### config.mk
export PLATFORM = sky130hd
export DESIGN_NAME = fetch_ctrl
export DESIGN_NICKNAME = d
export VERILOG_FILES = /design/src/rtl/fetch_ctrl.sv
export SDC_FILE = /design/constraint.sdc
export NUM_CORES = 1
export LEC_CHECK = 0
export CAP_MARGIN = 20
export CORE_MARGIN = 2
export CORE_UTILIZATION = 48
export CTS_CLUSTER_SIZE = 30
export DETAILED_ROUTE_END_ITERATION = 7
export PLACE_DENSITY = 0.77
export SYNTH_ARGS = -nofsm -noshare
export SYNTH_HDL_FRONTEND = slang
export SYNTH_SLANG_ARGS = --single-unit
### constraint.sdc
create_clock -name clk -period 9.1 [get_ports clk]
set_clock_uncertainty 0.2 [all_clocks]
set_input_delay 1.82 -clock clk [delete_from_list [all_inputs] [get_ports clk]]
set_output_delay 1.82 -clock clk [all_outputs]
set_load 0.005 [all_outputs]
### src/rtl/fetch_ctrl.sv
// Fetch sequencer: single-outstanding imem reads into a 2-entry {insn, pc} FIFO feeding decode.
// Redirects flush the FIFO and squash any response still in flight.
module fetch_ctrl #(
   parameter int unsigned       AWIDTH   = 32,
   parameter int unsigned       DWIDTH   = 32,
   parameter logic [AWIDTH-1:0] RESET_PC = AWIDTH'(32'h0100_0000)
) (
   input  logic              clk,
   input  logic              rst,
   output logic              imem_req_valid_o,
   input  logic              imem_req_ready_i,
   output logic [AWIDTH-1:0] imem_req_addr_o,
   input  logic              imem_rsp_valid_i,
   input  logic [DWIDTH-1:0] imem_rsp_data_i,
   output logic              dec_valid_o,
   input  logic              dec_ready_i,
   output logic [DWIDTH-1:0] dec_insn_o,
   output logic [AWIDTH-1:0] dec_pc_o,
   input  logic              redirect_i,
   input  logic [AWIDTH-1:0] redirect_pc_i
);

   localparam int unsigned DEPTH = 2;

   logic [AWIDTH-1:0] r_pc;
   logic [AWIDTH-1:0] r_req_pc;
   logic              r_outstanding;
   logic              r_squash;
   logic [DWIDTH-1:0] r_fifo_insn [DEPTH];
   logic [AWIDTH-1:0] r_fifo_pc   [DEPTH];
   logic              r_rd_ptr;
   logic              r_wr_ptr;
   logic [1:0]        r_count;

   logic w_req_valid;
   logic w_req_fire;
   logic w_push;
   logic w_pop;
   logic w_dec_valid;

   // count<=1 gate reserves a FIFO slot for the single in-flight response
   assign w_req_valid = !rst && !r_outstanding && (r_count <= 2'd1) && !redirect_i;
   assign w_req_fire  = w_req_valid && imem_req_ready_i;
   assign w_push      = imem_rsp_valid_i && !r_squash && !redirect_i;
   assign w_dec_valid = (r_count != 2'd0);
   assign w_pop       = w_dec_valid && dec_ready_i && !redirect_i;

   assign imem_req_valid_o = w_req_valid;
   assign imem_req_addr_o  = r_pc;
   assign dec_valid_o      = w_dec_valid;
   assign dec_insn_o       = w_dec_valid ? r_fifo_insn[r_rd_ptr] : '0;
   assign dec_pc_o         = w_dec_valid ? r_fifo_pc[r_rd_ptr]   : '0;

   // Fetch PC, in-flight tracking and squash
   always_ff @(posedge clk) begin
      if (rst) begin
         r_pc          <= RESET_PC;
         r_req_pc      <= '0;
         r_outstanding <= 1'b0;
         r_squash      <= 1'b0;
      end else begin
         if (redirect_i) begin
            r_pc <= redirect_pc_i;
         end else if (w_req_fire) begin
            r_pc <= r_pc + AWIDTH'(4);
         end

         if (w_req_fire) begin
            r_outstanding <= 1'b1;
            r_req_pc      <= r_pc;
         end else if (imem_rsp_valid_i) begin
            r_outstanding <= 1'b0;
         end

         if (imem_rsp_valid_i) begin
            r_squash <= 1'b0;
         end else if (redirect_i && r_outstanding) begin
            r_squash <= 1'b1;
         end
      end
   end

   // Instruction FIFO; a redirect flushes it and overrides any push/pop
   always_ff @(posedge clk) begin
      if (rst) begin
         r_rd_ptr <= 1'b0;
         r_wr_ptr <= 1'b0;
         r_count  <= 2'd0;
      end else if (redirect_i) begin
         r_rd_ptr <= 1'b0;
         r_wr_ptr <= 1'b0;
         r_count  <= 2'd0;
      end else begin
         if (w_push) begin
            r_wr_ptr <= ~r_wr_ptr;
         end
         if (w_pop) begin
            r_rd_ptr <= ~r_rd_ptr;
         end
         case ({w_push, w_pop})
            2'b10:   r_count <= r_count + 2'd1;
            2'b01:   r_count <= r_count - 2'd1;
            default: r_count <= r_count;
         endcase
      end
   end

   // Storage carries no reset; outputs are gated by count
   always_ff @(posedge clk) begin
      if (w_push && !rst) begin
         r_fifo_insn[r_wr_ptr] <= imem_rsp_data_i;
         r_fifo_pc[r_wr_ptr]   <= r_req_pc;
      end
   end

endmodule

### Word-level counts from Yosys, hierarchy flattened

Memories as Yosys holds them, arrays and structs flattened. A register that Yosys moved wholly into a read port is not among the register bits.
Index checks and enable logic that the tools add are counted.

| word-level totals | value |
|---|---|
| register bits after elaboration | 70 |
| latch bits | 0 |
| bits in writable memories | 128 |
| memory bits (read-only) | 0 |
| input port bits | 70 |
| output and inout bits | 98 |
| word-level logic and storage cells | 50 |
| memories kept | 2 |

| operators by class | value |
|---|---|
| $add $sub $neg | 3 |
| $mul | 0 |
| divide/modulo/power cells | 0 |
| $lt $le $gt $ge | 1 |
| eq/ne operators | 2 |
| shifts and indexed selects | 0 |
| mux-type cells | 13 |
| bitwise gates (word level) | 2 |
| reduce and logical (&&, ||, !) cells | 20 |

Memories:

| memory | words | width | rd ports | clocked after memory_dff | wr ports | RTL line | source |
|---|---|---|---|---|---|---|---|
| r_fifo_insn | 2 | 32 | 1 | 1 | 1 | 29 | `logic [DWIDTH-1:0] r_fifo_insn [DEPTH];` |
| r_fifo_pc | 2 | 32 | 1 | 1 | 1 | 30 | `logic [AWIDTH-1:0] r_fifo_pc [DEPTH];` |

Operators with widths:

| operator | number |
|---|---|
| $mux W32 | 4 |
| $add A32 B3 Y32 const B | 1 |
| $logic_and A1 B1 Y1 | 10 |
| $mux W1 | 8 |
| $reduce_bool A2 Y1 | 4 |
| $logic_not A1 Y1 | 4 |
| $pmux W2 S2 | 1 |
| $reduce_or A2 Y1 | 2 |
| $add A2 B1 Y2 const B | 1 |
| $eq A2 B1 Y1 const B | 1 |
| $eq A2 B2 Y1 const B | 1 |
| $le A2 B1 Y1 const B | 1 |
| $not A1 Y1 | 2 |
| $sub A2 B1 Y2 const B | 1 |

### Longest topological paths before layout

Gate-level depths: netlist of run 1.

| depth | value |
|---|---|
| depth after elaboration | 7 |
| gate-level depth with buffers | 9 |
| gate-level depth less buffers | 8 |

### Worst setup path before layout of run 1

OpenSTA, ideal clock, no wires.

| timing path | value |
|---|---|
| kind | input to register |
| from | input redirect_i |
| to | memory r_fifo_insn[1][0], enable pin |
| library setup time | 0.578 ns |
| arrival | 6.896 ns |
| required time | 8.322 ns |
| path slack | 1.426 ns |
| stages | 4 |
| buffers on the path | 1 |
| cells stage by stage | clkbuf_1 -> nor2_1 -> nand2_1 -> nor3b_1 |

| between the ends | value |
|---|---|
| word-level cells in the longest chain between the ends | 5 |

Ends and longest elaborated chain:

| what | RTL line | source |
|---|---|---|
| from (decl) | 19 | `input logic redirect_i,` |
| $logic_not A1 Y1 | 44 | `assign w_push = imem_rsp_valid_i && !r_squash && !redirect_i;` |
| $logic_and A1 B1 Y1 | 44 |  |
| $logic_and A1 B1 Y1 | 110 | `if (w_push && !rst) begin` |
| $mux W1 | 110 |  |
| $mux W1 (not written as such) | 111 | `r_fifo_insn[r_wr_ptr] <= imem_rsp_data_i;` |
| to (decl) | 29 |  |

No other way between the ends.

### Final worst setup path of run 1

| timing path | value |
|---|---|
| from | input redirect_i |
| to | output imem_req_valid_o |

| between the ends | value |
|---|---|
| word-level cells in the longest chain between the ends | 2 |

Ends and longest elaborated chain:

| what | RTL line | source |
|---|---|---|
| $logic_not A1 Y1 | 42 | `assign w_req_valid = !rst && !r_outstanding && (r_count <= 2'd1) && !redirect_i;` |
| $logic_and A1 B1 Y1 | 42 |  |
| to (decl) | 10 | `output logic imem_req_valid_o,` |

No other way between the ends.

==> metrics.md, run 1 <==
| Metric | Value |
|---|---|
| Die H | `133 µm` |
| Post-Syn Nets | `about 760` |
| Synth-to-layout area growth | `30.5%` |
| Syn_area_per_cell | `11.8 µm²` |
| Antenna cell count | `0` |
| WHS | `0.255 ns` |
| Width of the die | `about 130 µm` |
| Critical Path RT | `7.08 ns` |
| Clock sink count | `199` |
| Mapped Area | `between 8000 and 9000 µm²` |
| Placer Congestion | `between 0.8 and 0.9` |
| Synth Area in XOR/XNOR | `1.74%` |
| Fillers | `1249` |
| Maximum vdd ir drop | `approximately 0.00013 V` |
| DRT met1 WL | `7790 µm` |
| Cell with the most instances on the worst path | `clkdlybuf4s50_1` |
| Starting Density | `48.9%` |
| Leakage | `3.41 nW` |
| Slew @ Worst Pin | `1.07 ns` |
| Worst Setup Start Kind | `input port` |
| Seq/Total Area, Yosys | `65.4%` |
| CP top delay family | `buffers and inverters` |
| Reg clk slew, reported paths | `0.07 ns` |
| Core footprint | `16500 µm²` |
| Final HPWL from detailed placement | `11800 µm` |
| First-pass DRT Iterations | `4` |
| Min Tclk post-route | `5.67 ns` |
| Reg2reg start | `r_outstanding` |
| Hold Buf Count CTS | `0` |
| GRT overflow | `0` |
| RR Endpoint | `imem_req_addr_o[25]` |
| Fin util | `63.8%` |
| Crit Path Max Fanout | `38` |
| Ports | `168` |
| Vias | `5707` |
| Initial antenna violation count | `0` |
| H-tree levels | `4` |
| Die ar. | `17800 µm²` |
| WL met3 | `~1300 µm` |
| I/O Buffers | `167` |
| Crit path kind | `in -> out` |
| Setup bufs post-CTS | `0` |
| Post-CTS resize count | `0` |
| CTS buffer count | `17` |
| Top cells by area, synth | `edfxtp_1, dfxtp_1, mux2i_1` |
| Top-area cell type share of the netlist area | `47.8%` |
| RSZ-0062 raised after global routing | `false` |
| MaxCap Viol Count | `0` |
| DRT antenna net count | `0` |
| Final Instance Count excl. Fillers | `between 1000 and 1500` |
| Via/cell ratio | `5.34` |
| F_max | `0.176 GHz` |
| NumNets Final | `909` |
| Clk Latency, worst-skew pair | `0.43 ns` |
| Post-synthesis cell type count | `approximately 50` |
| Max Slew Vio Count | `0` |
| Mux cell area share after synthesis | `under 10%` |
| Synth Area in Adders | `less than 1%` |
| # setup viols final | `0` |
| Post-synth top cells | `edfxtp_1, nor2_1, nand2_1, dfxtp_1, mux2i_1` |
| Final Cycle Share | `62.4%` |
| Placed cell count | `~1000` |
| Endpoints failing hold | `0` |
| Post-synthesis compound-gate area fraction | `6.83%` |
| Simple-gate portion of the synthesized area | `14.0%` |
| Crit end category | `output port` |
| Largest family of logic cells by synthesized area | `simple AND/OR/NAND/NOR gates` |
| Clk buf depth | `2` |
| Initial DRC Count | `368` |
| Worst EP arrival | `3.65 ns` |
| Number of synthesized flops with an enable pin | `roughly 130` |
| # rows | `47` |
| PwrDens | `roughly 180 nW/µm²` |
| Setup tns final | `0 ns` |
| Slowest CP cell | `clkdlybuf4s50_1` |
| CTS tree | `done` |
| Met2 wire len | `8670 µm` |
| DRC violations left | `0` |
| Asr flop ratio synth | `0%` |
| Status | `completed` |
| Worst-path cell chain | `clkdlybuf4s50_1 -> buf_4 -> or2_2 -> nor3_1 -> clkdlybuf4s50_1` |
| Max Used Layer | `met4` |
| Worst r2r path cells | `5` |
| Flops & latches, synth | `199` |
| Global-route wire length before repair | `around 29000 µm` |
| Largest net degree at the start of global routing | `71` |
| Vias in the first global route | `5656` |
| Slew Limit Headroom | `28.8%` |
| Most common flop cell mapped by yosys | `edfxtp_1` |
| Routed length per instance | `16.9 µm` |
| Mapped Cells | `between 600 and 700` |
| Worst hold path class | `reg -> reg` |
| Largest stage delay on the critical path | `0.54 ns` |
| End point of the worst hold path | `r_fifo_pc[0][10]` |
| Hold_sp | `r_req_pc[10]` |
| Proportion of layout cells with a drive suffix above 1 | `6.49%` |
| Drt total wl | `18100 µm` |
| Worst reg2reg setup slack | `slightly above 6 ns` |
| Yosys warns | `0` |
| Cell accounting for the most synthesized area | `edfxtp_1` |
| All-Layer GR Usage | `20.5%` |
| Most frequent cell after synthesis | `edfxtp_1` |
| Crit. path cell count | `5` |
| Crit path buf inv count | `3` |
| Root buffer cell | `clkbuf_16` |
| Hold Crit Depth | `0` |
[placed cells by master (no fill, tap or decap), types with 7 or more instances in the layout]
| master | synthesis | layout |
|---|---|---|
| clkdlybuf4s50_1 | 0 | 166 |
| edfxtp_1 | 128 | 128 |
| nor2_1 | 94 | 93 |
| nand2_1 | 86 | 86 |
| dfxtp_1 | 71 | 70 |
| mux2i_1 | 68 | 68 |
| a21oi_1 | 50 | 50 |
| nand4_1 | 17 | 17 |
| clkbuf_16 | 0 | 17 |
| inv_1 | 13 | 13 |
| nor3_1 | 11 | 10 |
| xor2_1 | 10 | 10 |
| nand3_1 | 9 | 9 |
| and2_1 | 8 | 8 |
| a211oi_1 | 7 | 7 |
| o21ai_0 | 7 | 7 |
| a31oi_1 | 7 | 7 |
[flip-flops by register name, indices dropped and copies added, names as in the netlist, named ones only]
name and cells:
r_fifo_insn 64, r_fifo_pc 64, imem_req_addr_o 32, r_req_pc 32, r_count 2, r_outstanding 1, r_rd_ptr 1, r_squash 1
r_wr_ptr 1
[power by group]
part / total, mW / leakage, nW / switching [mW] / internal [mW]
sequential: 1.00 / 1.77 / 0.0223 / 0.979
clock: 0.721 / 0.273 / 0.335 / 0.386
combinational: 0.162 / 1.36 / 0.0729 / 0.0894
total: 1.88 / 3.41 / 0.430 / 1.45
[cells by family (layout without fill, tap and decap cells)]
family	Yosys count	count (layout)
compound gates	91	91
xor+xnor	16	16
fa+ha+maj	4	4
buf+inv	56	220
flops	199	199
mux	69	69
simple gates	249	249
[metrics by stage]
step	worst slack [ns]	total power [mW]	area, µm²
after floorplan	1.43	1.08	8050
after global placement	3.49	1.18	9880
after detailed placement	3.48	1.18	9880
after CTS	3.46	1.90	10500
after global routing	3.40	1.95	10500
final	3.43	1.88	10500
[cell type report]
type	instances	area (µm²)	share of cell area (%)
clock buffer	18	429	4.09
clock inverter	14	144	1.37
multi-input combinational	429	2580	24.6
sequential	199	5270	50.2
inverter	13	48.8	0.465
tap	220	275	2.62
timing repair buffer	175	1760	16.7
[worst max-delay path by stage]
| stage | slack, ns | endpoint | startpoint |
|---|---|---|---|
| global placement | 3.49 | imem_req_valid_o | redirect_i |
| CTS | 3.46 | imem_req_valid_o | redirect_i |
| detailed placement | 3.48 | imem_req_valid_o | redirect_i |
| finish | 3.43 | imem_req_valid_o | redirect_i |
| floorplan | 1.43 | r_fifo_insn[1][0] | redirect_i |
| global route | 3.40 | imem_req_valid_o | redirect_i |
[layer usage]
| metal | vias to the layer above | global-route usage, % |
|---|---|---|
| li1 | 2751 | - |
| met1 | 2693 | 27.0 |
| met2 | 239 | 33.5 |
| met3 | 24 | 4.72 |
| met4 | 0 | 7.45 |
| met5 | - | 0 |
No activity file was read; power rests on OpenSTA's default activity.
==> inputs of run 2 (changes only) <==
CORE_UTILIZATION = 46   (was 48)
clock period = 4.85 ns   (was 9.1 ns; I/O delays follow)
==> run 2 against run 1 <==
Register-to-register slack worse by 3.9 ns. First-iteration DRC count up 22%. Critical path type unchanged. Non-clock buffer count increased by 4. Count of clock-buffer cells in the layout grew 1. Clock power rose by 98%. Worst hold slack improved by 0.0041 ns. Sequential share of layout area is 0.34 points lower. Die area grew 4.2%. Via count up 1.1%.
==> metrics.md, run 2 (synthesis results as in run 1) <==
| Metric | Value |
|---|---|
| Max Slew Vio Count | `0` |
| Worst Setup Start Kind | `input port` |
| Clk pwr share | `39.6%` |
| NumNets Final | `913` |
| Crit Path Max Fanout | `10` |
| Setup bufs post-CTS | `0` |
| Leading cell types in the layout, fill and taps excluded | `clkdlybuf4s50_1, edfxtp_1, nor2_1` |
| RSZ-0062 raised after global routing | `false` |
| Placer Congestion | `0.884` |
| Die H | `136 µm` |
| Starting Density | `46.9%` |
| Global-route wire length before repair | `27400 µm` |
| All-Layer GR Usage | `19.3%` |
| Root buffer cell | `clkbuf_16` |
| Slew Limit Headroom | `between 30% and 40%` |
| Met2 wire len | `8180 µm` |
| Initial antenna violation count | `0` |
| Comb pwr share | `8.4%` |
| Final HPWL from detailed placement | `11500 µm` |
| DRC violations left | `0` |
| First-pass DRT Iterations | `7` |
| Fillers | `1387` |
| Clk Latency, worst-skew pair | `0.43 ns` |
| Largest stage delay on the critical path | `0.61 ns` |
| Synth-to-layout area growth | `31.4%` |
| Routed length per instance | `16.5 µm` |
| Crit end category | `output port` |
| Initial DRC Count | `450` |
| Core footprint | `17200 µm²` |
| Clock sink count | `199` |
| Ports | `168` |
| Vias | `5771` |
| H-tree levels | `4` |
| Via/cell ratio | `~5.4` |
| CTS buffer count | `17` |
| Critical Path RT | `3.68 ns` |
| Int Pwr | `2.78 mW` |
| Largest net degree at the start of global routing | `65` |
| Width of the die | `136 µm` |
| Drt total wl | `17800 µm` |
| Net Sw Frac | `22.9%` |
| I/O Buffers | `167` |
| Sequential share of power | `52.1%` |
| CTS tree | `done` |
| Setup tns final | `0 ns` |
| Placed cell count | `1044` |
| F_max | `0.253 GHz` |
| Crit path from | `redirect_i` |
| WL met3 | `1300 µm` |
| PwrDens | `342 nW/µm²` |
| Net Sw Power | `0.829 mW` |
| Cell with the most instances on the worst path | `clkdlybuf4s50_1` |
| DRT antenna net count | `0` |
| Die ar. | `18600 µm²` |
| Clk buf depth | `2` |
| Post-CTS resize count | `0` |
| Final Cycle Share | `81.7%` |
| Proportion of layout cells with a drive suffix above 1 | `approximately 7.0%` |
| MaxCap Viol Count | `0` |
| Leakage | `3.45 nW` |
| Worst EP arrival | `2.79 ns` |
| Max Used Layer | `met4` |
| DRT met1 WL | `7870 µm` |
| Hold_sp | `r_req_pc[15]` |
| GRT overflow | `0` |
| Final Instance Count excl. Fillers | `1077` |
| Reg clk slew, reported paths | `0.07 ns` |
| Slowest CP cell | `clkdlybuf4s50_1` |
| Worst-path cell chain | `clkdlybuf4s50_1 -> or2_2 -> nor3_1 -> clkdlybuf4s50_1` |
| # setup viols final | `0` |
| Status | `completed` |
| Vias in the first global route | `roughly 5300` |
| Maximum vdd ir drop | `0.000265 V` |
| Hold Buf Count CTS | `0` |
| Endpoints failing hold | `0` |
| Min Tclk post-route | `a little under 4 ns` |
| # rows | `48` |
| Antenna cell count | `0` |
| Largest regs | `r_fifo_insn x64, r_fifo_pc x64` |
| Commonest non-fill, non-tap cell in the layout | `clkdlybuf4s50_1` |
| Power, Total | `roughly 3.6 mW` |
| Slew @ Worst Pin | `~0.95 ns` |
| Reg2reg start | `r_count[1]` |
| Crit path kind | `in -> out` |
| Worst hold path class | `reg -> reg` |
==> run 2: per-stage QoR <==
stage                     hold slack (ns)  utilization, %  instance area (µm²)  setup WS [ns]
final                               0.259            61.6                10600          0.890
after global routing                0.272            61.6                10600          0.837
after CTS                           0.257            61.5                10600          0.911
after detailed placement            0.239            57.9                 9950          0.929
after global placement              0.232            57.9                 9950          0.947
after floorplan                     0.225               -                 8060          0.289
==> run 2: layer usage <==
layer	track usage [%]	vias up
met5	0	-
met4	7.47	0
met3	4.88	30
met2	30.0	226
met1	26.2	2746
li1	-	2769
==> run 2: layout make-up <==
class,count,area [µm²],share of cell area [%]
multi-input combinational,429,2590,24.5
clock inverter,13,154,1.46
timing repair buffer,179,1770,16.7
clock buffer,19,464,4.39
inverter,13,48.8,0.461
tap,225,282,2.66
sequential,199,5270,49.8
==> run 2: final timing paths <==
path / to / slack [ns] / depth (start not counted)
worst min register to register: r_fifo_pc[0][15] / 0.26 / 0
worst max-delay path: imem_req_valid_o / 0.89 / 4
worst min-delay path: r_fifo_pc[0][15] / 0.26 / 0
worst max register to register: imem_req_addr_o[5] / 2.29 / 8
==> run 2: power by group through the flow <==
stage	clock, mW	combinational, mW	sequential, mW
after floorplan	0	0.129	1.90
after global placement	0	0.298	1.92
after detailed placement	0	0.302	1.92
after CTS	1.46	0.304	1.88
after global routing	1.53	0.329	1.89
final	1.43	0.302	1.88
==> run 2: critical path: cells and delay by family <==
kind / cells / cell delay (ns)
buffers and inverters: 2 / 1.16
and+or+nand+nor: 2 / 0.66
==> inputs of run 3 (changes only) <==
CORE_UTILIZATION = 48   (was 46)
clock period = 3.9 ns   (was 4.85 ns; I/O delays follow)
==> run 3 against run 2 <==
Die area down 4.0%. Via count up 0.35%. Combinational power up 28%.
==> metrics.md, run 3 (synthesis results as in run 1) <==
| Metric | Value |
|---|---|
| Root buffer cell | `clkbuf_16` |
| Starting Density | `48.9%` |
| CTS tree | `done` |
| NumNets Final | `911` |
| Slew @ Worst Pin | `a little under 1 ns` |
| Critical Path RT | `2.92 ns` |
| Worst hold path class | `reg -> reg` |
| Width of the die | `133 µm` |
| Clk buf depth | `2` |
| First-pass DRT Iterations | `5` |
| GRT overflow | `0` |
| CTS buffer count | `17` |
| Final Cycle Share | `approximately nine tenths` |
| Net Sw Power | `~1 mW` |
| Max Slew Vio Count | `0` |
| GR Util met1 | `27.3%` |
| Leading cell types in the layout, fill and taps excluded | `clkdlybuf4s50_1, edfxtp_1, nor2_1` |
| Crit Path Max Fanout | `6` |
| Hold Buf Count CTS | `0` |
| RSZ-0062 raised after global routing | `false` |
| Maximum vdd ir drop | `0.000306 V` |
| # setup viols final | `0` |
| Fillers | `1257` |
| Hold_sp | `r_req_pc[27]` |
| Slew Limit Headroom | `34.4%` |
| Proportion of layout cells with a drive suffix above 1 | `6.82%` |
| Reg clk slew, reported paths | `0.07 ns` |
| All-Layer GR Usage | `21.2%` |
| Setup tns final | `0 ns` |
| DRC violations left | `0` |
| Worst EP arrival | `about 2.5 ns` |
| Sequential share of power | `53.6%` |
| Setup bufs post-CTS | `0` |
| Largest regs | `r_fifo_insn x64, r_fifo_pc x64` |
| Status | `completed` |
| Int Pwr | `3.35 mW` |
| Post-CTS resize count | `0` |
| Reg2reg start | `r_count[1]` |
| Met3 usage | `4.79%` |
| Drt total wl | `about 19000 µm` |
| Die ar. | `17800 µm²` |
| Global-route wire length before repair | `between 20000 and 30000 µm` |
| F_max | `0.291 GHz` |
| DRT antenna net count | `0` |
| Placer Congestion | `0.855` |
| Ports | `168` |
| Sequential cell area | `5270 µm²` |
| Min Tclk post-route | `3.43 ns` |
| Crit path kind | `in -> out` |
| Net Sw Frac | `23.2%` |
| Worst Setup Start Kind | `input port` |
| Vias in the first global route | `~5700` |
| Crit end category | `output port` |
| MaxCap Viol Count | `0` |
| Core footprint | `~16000 µm²` |
| Initial DRC Count | `370` |
| Placed cell count | `around 1000` |
| Initial antenna violation count | `0` |
| H-tree levels | `4` |
| Clock sink count | `199` |
| Clk pwr share | `a little under two fifths` |
| Top Usage Layer GRT | `met2` |
| Final Instance Count excl. Fillers | `1070` |
| Via/cell ratio | `5.41` |
| Comb pwr share | `approximately 8.8%` |
| Routed length per instance | `about 17 µm` |
| Endpoints failing hold | `0` |
| Final HPWL from detailed placement | `12300 µm` |
| # rows | `47` |
| I/O Buffers | `167` |
| Largest net degree at the start of global routing | `69` |
| Global Route met2 Usage | `between 30 and 40%` |
| Synth-to-layout area growth | `30.9%` |
| Antenna cell count | `0` |
| Crit path from | `redirect_i` |
| Commonest non-fill, non-tap cell in the layout | `clkdlybuf4s50_1` |
| Clk Latency, worst-skew pair | `0.43 ns` |
| Vias | `between 5000 and 6000` |
| Leakage | `3.43 nW` |
| PwrDens | `414 nW/µm²` |
| Multi-input logic area | `2590 µm²` |
| Die H | `133 µm` |
-- run 3: changes by cell type in the layout (fill, tap and decap cells not counted), sizes merged --
cell and delta:
clkinv +4, buf -2, clkinvlp -2, bufinv -1, clkbuf -1
-- run 3: path summary, 6_finish.rpt --
kind | endpoint | slack (ns) | cells past startpoint
worst max-delay path | imem_req_valid_o | 0.47 | 4
worst min-delay path | r_fifo_pc[1][27] | 0.26 | 0
worst max register to register | imem_req_addr_o[20] | 1.27 | 8
worst min register to register | r_fifo_pc[1][27] | 0.26 | 0
-- run 3: power groups by stage --
stage               Clock (mW)  Sequential, mW  Combinational [mW]
floorplan                    0            2.37               0.162
global placement             0            2.38               0.375
detailed placement           0            2.38               0.385
CTS                       1.66            2.34               0.388
global route              1.75            2.34               0.416
finish                    1.64            2.34               0.386
-- run 3: final cells by class --
class,instances,area share [%]
flip-flops and latches,199,50.0
multi-input cells,429,24.6
repair buffers,177,17.0
clock buffers,18,4.17
well taps,220,2.61
clock inverters,14,1.09
inverters,13,0.463
-- run 3: critical path, cell delays in order --
cell and delay (ns):
clkdlybuf4s50_1 0.50, or2_2 0.40, nor3_1 0.23, clkdlybuf4s50_1 0.54
-- run 3: stage by stage --
stage / instance area [µm²] / worst slack [ns] / hold WS, ns / total power [mW] / utilization, %
after global routing: 10500 / 0.363 / 0.269 / 4.51 / 64.0
final: 10500 / 0.467 / 0.263 / 4.36 / 64.0
after global placement: 9980 / 0.459 / 0.233 / 2.76 / 60.6
after floorplan: 8070 / 0.371 / 0.225 / 2.53 / -
after detailed placement: 9980 / 0.451 / 0.241 / 2.77 / 60.6
after CTS: 10500 / 0.457 / 0.258 / 4.39 / 64.0
-- run 3: per-layer routing --
layer	vias to the layer above	share of wire [%]	routed length (µm)
met5	-	0	0
met4	0	1.6	304
met3	30	6.8	1270
met2	239	49	9090
met1	2762	43	8000
li1	2760	-	-
